File: config.mk
export PLATFORM = sky130hd
export DESIGN_NAME = golden_add
export DESIGN_NICKNAME = d
export VERILOG_FILES = /design/src/rtl/adder_result_checker_pkg.sv /design/src/rtl/adder_result_checker_golden_add.sv
export SDC_FILE = /design/constraint.sdc
export NUM_CORES = 1
export LEC_CHECK = 0
export ABC_AREA = 1
export CORE_AREA = 2 2 39 41
export DETAILED_ROUTE_END_ITERATION = 7
export DIE_AREA = 0 0 41 43
export PLACE_DENSITY = 0.7
export SYNTH_ARGS = -nofsm -noshare
export SYNTH_HDL_FRONTEND = slang
export SYNTH_SLANG_ARGS = --single-unit
File: constraint.sdc
create_clock -name vclk -period 2.85
set_input_delay 0.57 -clock vclk [all_inputs]
set_output_delay 0.57 -clock vclk [all_outputs]
set_load 0.005 [all_outputs]
File: src/rtl/adder_result_checker_pkg.sv
// Shared definitions for the adder result checker: default widths and the
// run-control state encoding.
package adder_result_checker_pkg;

  localparam int unsigned WIDTH_DEF = 8;   // operand/sum width
  localparam int unsigned CNT_W_DEF = 16;  // check/error counter width

  // Run-control states
  typedef enum logic [1:0] {
    ST_IDLE  = 2'd0,
    ST_RUN   = 2'd1,
    ST_DRAIN = 2'd2,
    ST_DONE  = 2'd3
  } state_t;

endpackage

File: src/rtl/adder_result_checker_golden_add.sv
// golden_add: combinational reference adder, WIDTH+1-bit result so the
// carry-out is never truncated.
// Ports: i_a, i_b (operands), i_cin (carry-in), o_sum_c ({carry, sum}).
module golden_add #(
  parameter int unsigned WIDTH = adder_result_checker_pkg::WIDTH_DEF
) (
  input  logic [WIDTH-1:0] i_a,
  input  logic [WIDTH-1:0] i_b,
  input  logic             i_cin,
  output logic [WIDTH:0]   o_sum_c
);

  localparam int unsigned SUM_W = WIDTH + 1;

  always_comb begin
    o_sum_c = {1'b0, i_a} + {1'b0, i_b} + SUM_W'(i_cin);
  end

endmodule

==> results.py, run 1 <==
metrics = {
    "finish": {
        "seq_cell_count": 0,
        "area_growth_pct": 102,
        "diodes": 0,
        "final.fill_count": 127,
        "fin_util": 0.561,
        "clock_buffers": 0,
        "drive_gt1_frac": 0.264,
        "nets": 119,
        "seq_area_sq_um": 0,
        "final_area_sq_um": 776,
        "instances_no_fill": 107,
    },
    "yosys": {
        "synthTopCellsByArea": "ha_1 23%, nand2_1 21%, fa_1 10%",
        "synth_cell_types": 16,
        "syn_area_per_cell_sq_um": 6.51,
        "yosysWarnings": 0,
        "synth_area_sq_um": 384,
        "syn_nets": 85,
        "syn_inst": 59,
        "synth_top_area_frac": 0.228,
        "synth_area_leader_cell": "ha_1",
        "ys_seq_area_frac": 0,
    },
    "grt": {
        "grt_max_degree": 5,
        "grt_antenna_before_repair": 0,
        "grt_pass1_wl_mm": 1.61,
        "grt-ovfl-total": 0,
        "grt_usage": 0.120,
        "grt_pass1_vias": 433,
    },
    "floorplan": {
        "die_w_um": 41,
        "start_util": 0.278,
        "die_y_um": 43,
        "fp.coreArea_sq_um": 1380,
        "rows": 14,
        "die_area_sq_um": 1760,
        "io_pins": 26,
    },
    "sta": {
        "worst_pin_slew_ns": 0.307,
        "fin_crit_sh": 0.988,
        "final_hold_viol_count": 0,
        "max_slew_margin": 0.795,
        "fmax_mhz": 355,
        "setup_violations": 0,
        "rsz0062_at_grt": "yes",
        "period_needed_ns": 2.81,
        "drv_slew": 0,
        "setup_slack_ns": 0.0351,
    },
    "power_and_ir_drop": {
        "total_power_uw": 166,
        "ir_worst_vdd_mv": 0.113,
        "power_density_nw_per_um2": 213,
        "leakage_uw": 0.000415,
    },
    "route": {
        "vias": 464,
        "routedWlPerCell_um": 8.23,
        "drt_iter0_drc": 2,
        "drc": 0,
        "wirelength_um": 881,
        "drtAntennaViolNets": 0,
        "drt_pre_antenna_iters": 2,
        "viasPerCell": 4.34,
    },
    "place": {
        "placed_cells": 106,
        "port_buffers": 26,
        "place_area_sq_um": 702,
        "place_congestion": 0.731,
        "post-place-ws_ns": -0.494,
        "dpl.hpwl_um": 787,
    },
    "critical_path": {
        "worstPathArrival_ns": 2.24,
        "critPathRequiredTime_ns": 2.28,
        "worst_path_largest_cell_delay_ns": 0.51,
        "cp_slowest_cell": "clkdlybuf4s50_1",
        "crit_path_end_kind": "primary output",
        "crit_path_start": "i_a[2]",
        "crit_type": "input port to primary output",
        "cp_common_cell": "clkdlybuf4s50_1",
        "critPathLaunchType": "input port",
        "path_cells": "clkdlybuf4s50_1 > ha_4 > or2_4 > nand3_2 > nand3_1 > nand2_1 > clkdlybuf4s50_1",
        "cp_max_fo": 3,
    },
    "status": {
        "outcome": "finished clean",
    },
    "hold_path": {
        "hold_path_class": "input port to primary output",
        "hold_start": "i_a[4]",
    },
    "clock_tree": {
        "cts_hold_buffers": 0,
    },
    "job": {
        "max_cap_viol_count": 0,
    },
}
## placed cells by master, fill, tap and decap left out, types with 2 or more instances in the layout
master,synthesis,final
nor2_1,2,2
or2_4,2,2
nand2_1,22,19
clkdlybuf4s50_1,0,15
dlygate4sd2_1,0,6
fa_2,0,2
ha_4,0,3
ha_1,7,4
nand3_1,3,3
dlymetal6s2s_1,0,4
nand2_2,3,4
xnor2_1,2,2
a21oi_1,3,2
inv_1,7,7
nand2_4,0,2
buf_4,0,6
## through the flow
stage	setup TNS [ns]	hold slack, ns
floorplan	0	1.29
global placement	-2.10	2.26
detailed placement	-2.32	2.27
CTS	0	2.04
global route	-0.0713	1.90
finish	0	1.85
## per-layer routing
| layer | GRT usage | vias up | routed length (um) | share of wire |
|---|---|---|---|---|
| met5 | 0 | - | 0 | 0 |
| met4 | 0 | 0 | 0 | 0 |
| met3 | 0.00524 | 0 | 84 | 0.095 |
| met2 | 0.225 | 15 | 450 | 0.51 |
| met1 | 0.149 | 200 | 346 | 0.39 |
| li1 | - | 249 | - | - |
## logic make-up after synthesis
kind of cell | Yosys count | synth area share
AND/OR/NAND/NOR | 36 | 0.482
adder cells (fa/ha/maj) | 9 | 0.332
buffers and inverters | 8 | 0.0782
AO/OA/AOI/OAI | 3 | 0.0391
XOR/XNOR | 3 | 0.0684
## where the power goes
part / internal [uW] / switching [uW]
combinational: 99.7 / 65.9
sequential: 0 / 0
clock: 0 / 0
total: 99.7 / 65.9
## cells in the mapped netlist, types with 2 or more instances
| cell type | n |
|---|---|
| a21oi_1 | 3 |
| fa_1 | 2 |
| ha_1 | 7 |
| inv_1 | 7 |
| nand2_1 | 22 |
| nand2_2 | 3 |
| nand3_1 | 3 |
| nor2_1 | 2 |
| or2_4 | 2 |
| xnor2_1 | 2 |
## layout make-up
type,instances,area (sq um),share of cell area
timing repair buffer,32,308,0.397
multi-input combinational,51,418,0.539
inverter,8,30.0,0.0387
tap,16,20.0,0.0258
## worst max-delay path: cells and delay by family
family	cells	cell delay, ns
adders and majority gates	1	0.22
and+or+nand+nor	4	0.46
buffers and inverters	2	1.00
## final timing paths
kind | endpoint | cells after the start | slack [ns]
max | o_sum_c[7] | 7 | 0.04
min | o_sum_c[6] | 6 | 1.85
## timing repair
item	in CTS	in global routing
buffers inserted	1	0
setup endpoints to repair	8	6
resized for setup	15	8
endpoints found under the hold margin	0	0
pin swaps	5	3
Note: power is estimated with default switching activity, not from simulation.
==> inputs of run 2 (changes only) <==
clock period = 3 ns   (was 2.85 ns; I/O delays follow)
==> results.py, run 2 (synthesis results as in run 1) <==
metrics = {
    "status": {
        "outcome": "finished clean",
    },
    "place": {
        "place_congestion": 0.728,
        "placed_cells": 102,
        "place_area_sq_um": 672,
        "dpl.hpwl_um": 771,
        "port_buffers": 26,
    },
    "finish": {
        "final_common_cell": "nand2_1",
        "diodes": 0,
        "nets": 115,
        "multi_input_area_sq_um": 417,
        "drive_gt1_frac": 0.230,
        "seq_cell_count": 0,
        "clock_buffers": 0,
        "final_area_sq_um": 736,
        "final_cell_mix": "19 x nand2_1, 18 x clkdlybuf4s50_1, 7 x inv_1, 7 x dlygate4sd2_1, 6 x nand2_2",
        "instances_no_fill": 103,
        "area_growth_pct": 91.5,
        "seq_area_sq_um": 0,
        "final.fill_count": 141,
    },
    "route": {
        "top_layer_used": "met3",
        "wirelength_um": 897,
        "drc": 0,
        "viasPerCell": 4.36,
        "drt_pre_antenna_iters": 2,
        "drt_iter0_drc": 1,
        "drtAntennaViolNets": 0,
        "met1_length_um": 378,
        "vias": 449,
        "wl_met2_um": 438,
        "routedWlPerCell_um": 8.71,
        "met3RoutedLength_um": 79,
    },
    "sta": {
        "drv_slew": 0,
        "final_hold_viol_count": 0,
        "rsz0062_at_grt": "no",
        "worst_pin_slew_ns": 0.201,
        "fin_crit_sh": 0.970,
        "period_needed_ns": 2.91,
        "fmax_mhz": 344,
        "max_slew_margin": 0.866,
        "setup_violations": 0,
    },
    "power_and_ir_drop": {
        "leakage_uw": 0.000364,
        "ir_worst_vdd_mv": 0.0788,
        "power_density_nw_per_um2": 205,
    },
    "critical_path": {
        "cp_max_fo": 4,
        "critPathLaunchType": "input port",
        "worstPathArrival_ns": 2.31,
        "crit_path_end_kind": "primary output",
        "crit_type": "input port to primary output",
        "critPathRequiredTime_ns": 2.40,
        "crit_path_start": "i_a[4]",
    },
    "grt": {
        "grt_max_degree": 6,
        "grt_pass1_vias": 441,
        "grt_usage": 0.120,
        "grt_pass1_wl_mm": 1.61,
        "grt-ovfl-total": 0,
        "grt_antenna_before_repair": 0,
    },
    "floorplan": {
        "start_util": 0.278,
        "die_w_um": 41,
        "die_area_sq_um": 1760,
        "fp.coreArea_sq_um": 1380,
        "die_y_um": 43,
        "rows": 14,
        "io_pins": 26,
    },
    "job": {
        "max_cap_viol_count": 0,
    },
    "hold_path": {
        "hold_path_class": "input port to primary output",
        "hold_start": "i_a[0]",
    },
}
run 2: timing repair:
action,CTS,global route
setup buffers,1,0
endpoints found under the setup margin,6,6
resized for setup,12,6
hold buffers,0,0
pin swaps,3,1
run 2: worst paths after layout:
check,cells past startpoint,to
worst max-delay path,8,o_sum_c[7]
worst min-delay path,4,o_sum_c[1]
run 2: critical path, stage by stage:
cell and delay, ns:
clkdlybuf4s50_1 0.52, ha_4 0.23, nand2_1 0.06, nand2_1 0.07, a21oi_1 0.17, nand3_1 0.09
nand2_1 0.07, clkdlybuf4s50_1 0.49
run 2: per-stage QoR:
stage	utilization	power, uW	setup TNS (ns)	hold WS (ns)	setup slack (ns)
6_report	0.532	151	0	1.93	0.0897
5_1_grt	0.532	171	0	1.97	0.0155
4_1_cts	0.494	142	0	2.08	0.00568
3_5_place_dp	0.486	147	-1.55	2.33	-0.399
3_3_place_gp	0.486	145	-1.45	2.32	-0.383
2_1_floorplan	-	70.9	0	1.35	0.555
run 2: layer usage:
metal  global-route usage  vias up
met2                0.216       15
met5                    0        -
met4                    0        0
met3              0.00524        0
met1                0.159      191
li1                     -      243
run 2: area by class of cell:
type / count / area share
Multi-Input combinational cell: 51 / 0.566
Timing Repair Buffer: 28 / 0.366
Inverter: 8 / 0.0408
Tap cell: 16 / 0.0272
run 2: report_power, final:
| part | switching [uW] | internal, uW |
|---|---|---|
| clock network | 0 | 0 |
| registers | 0 | 0 |
| logic | 60.5 | 90.1 |
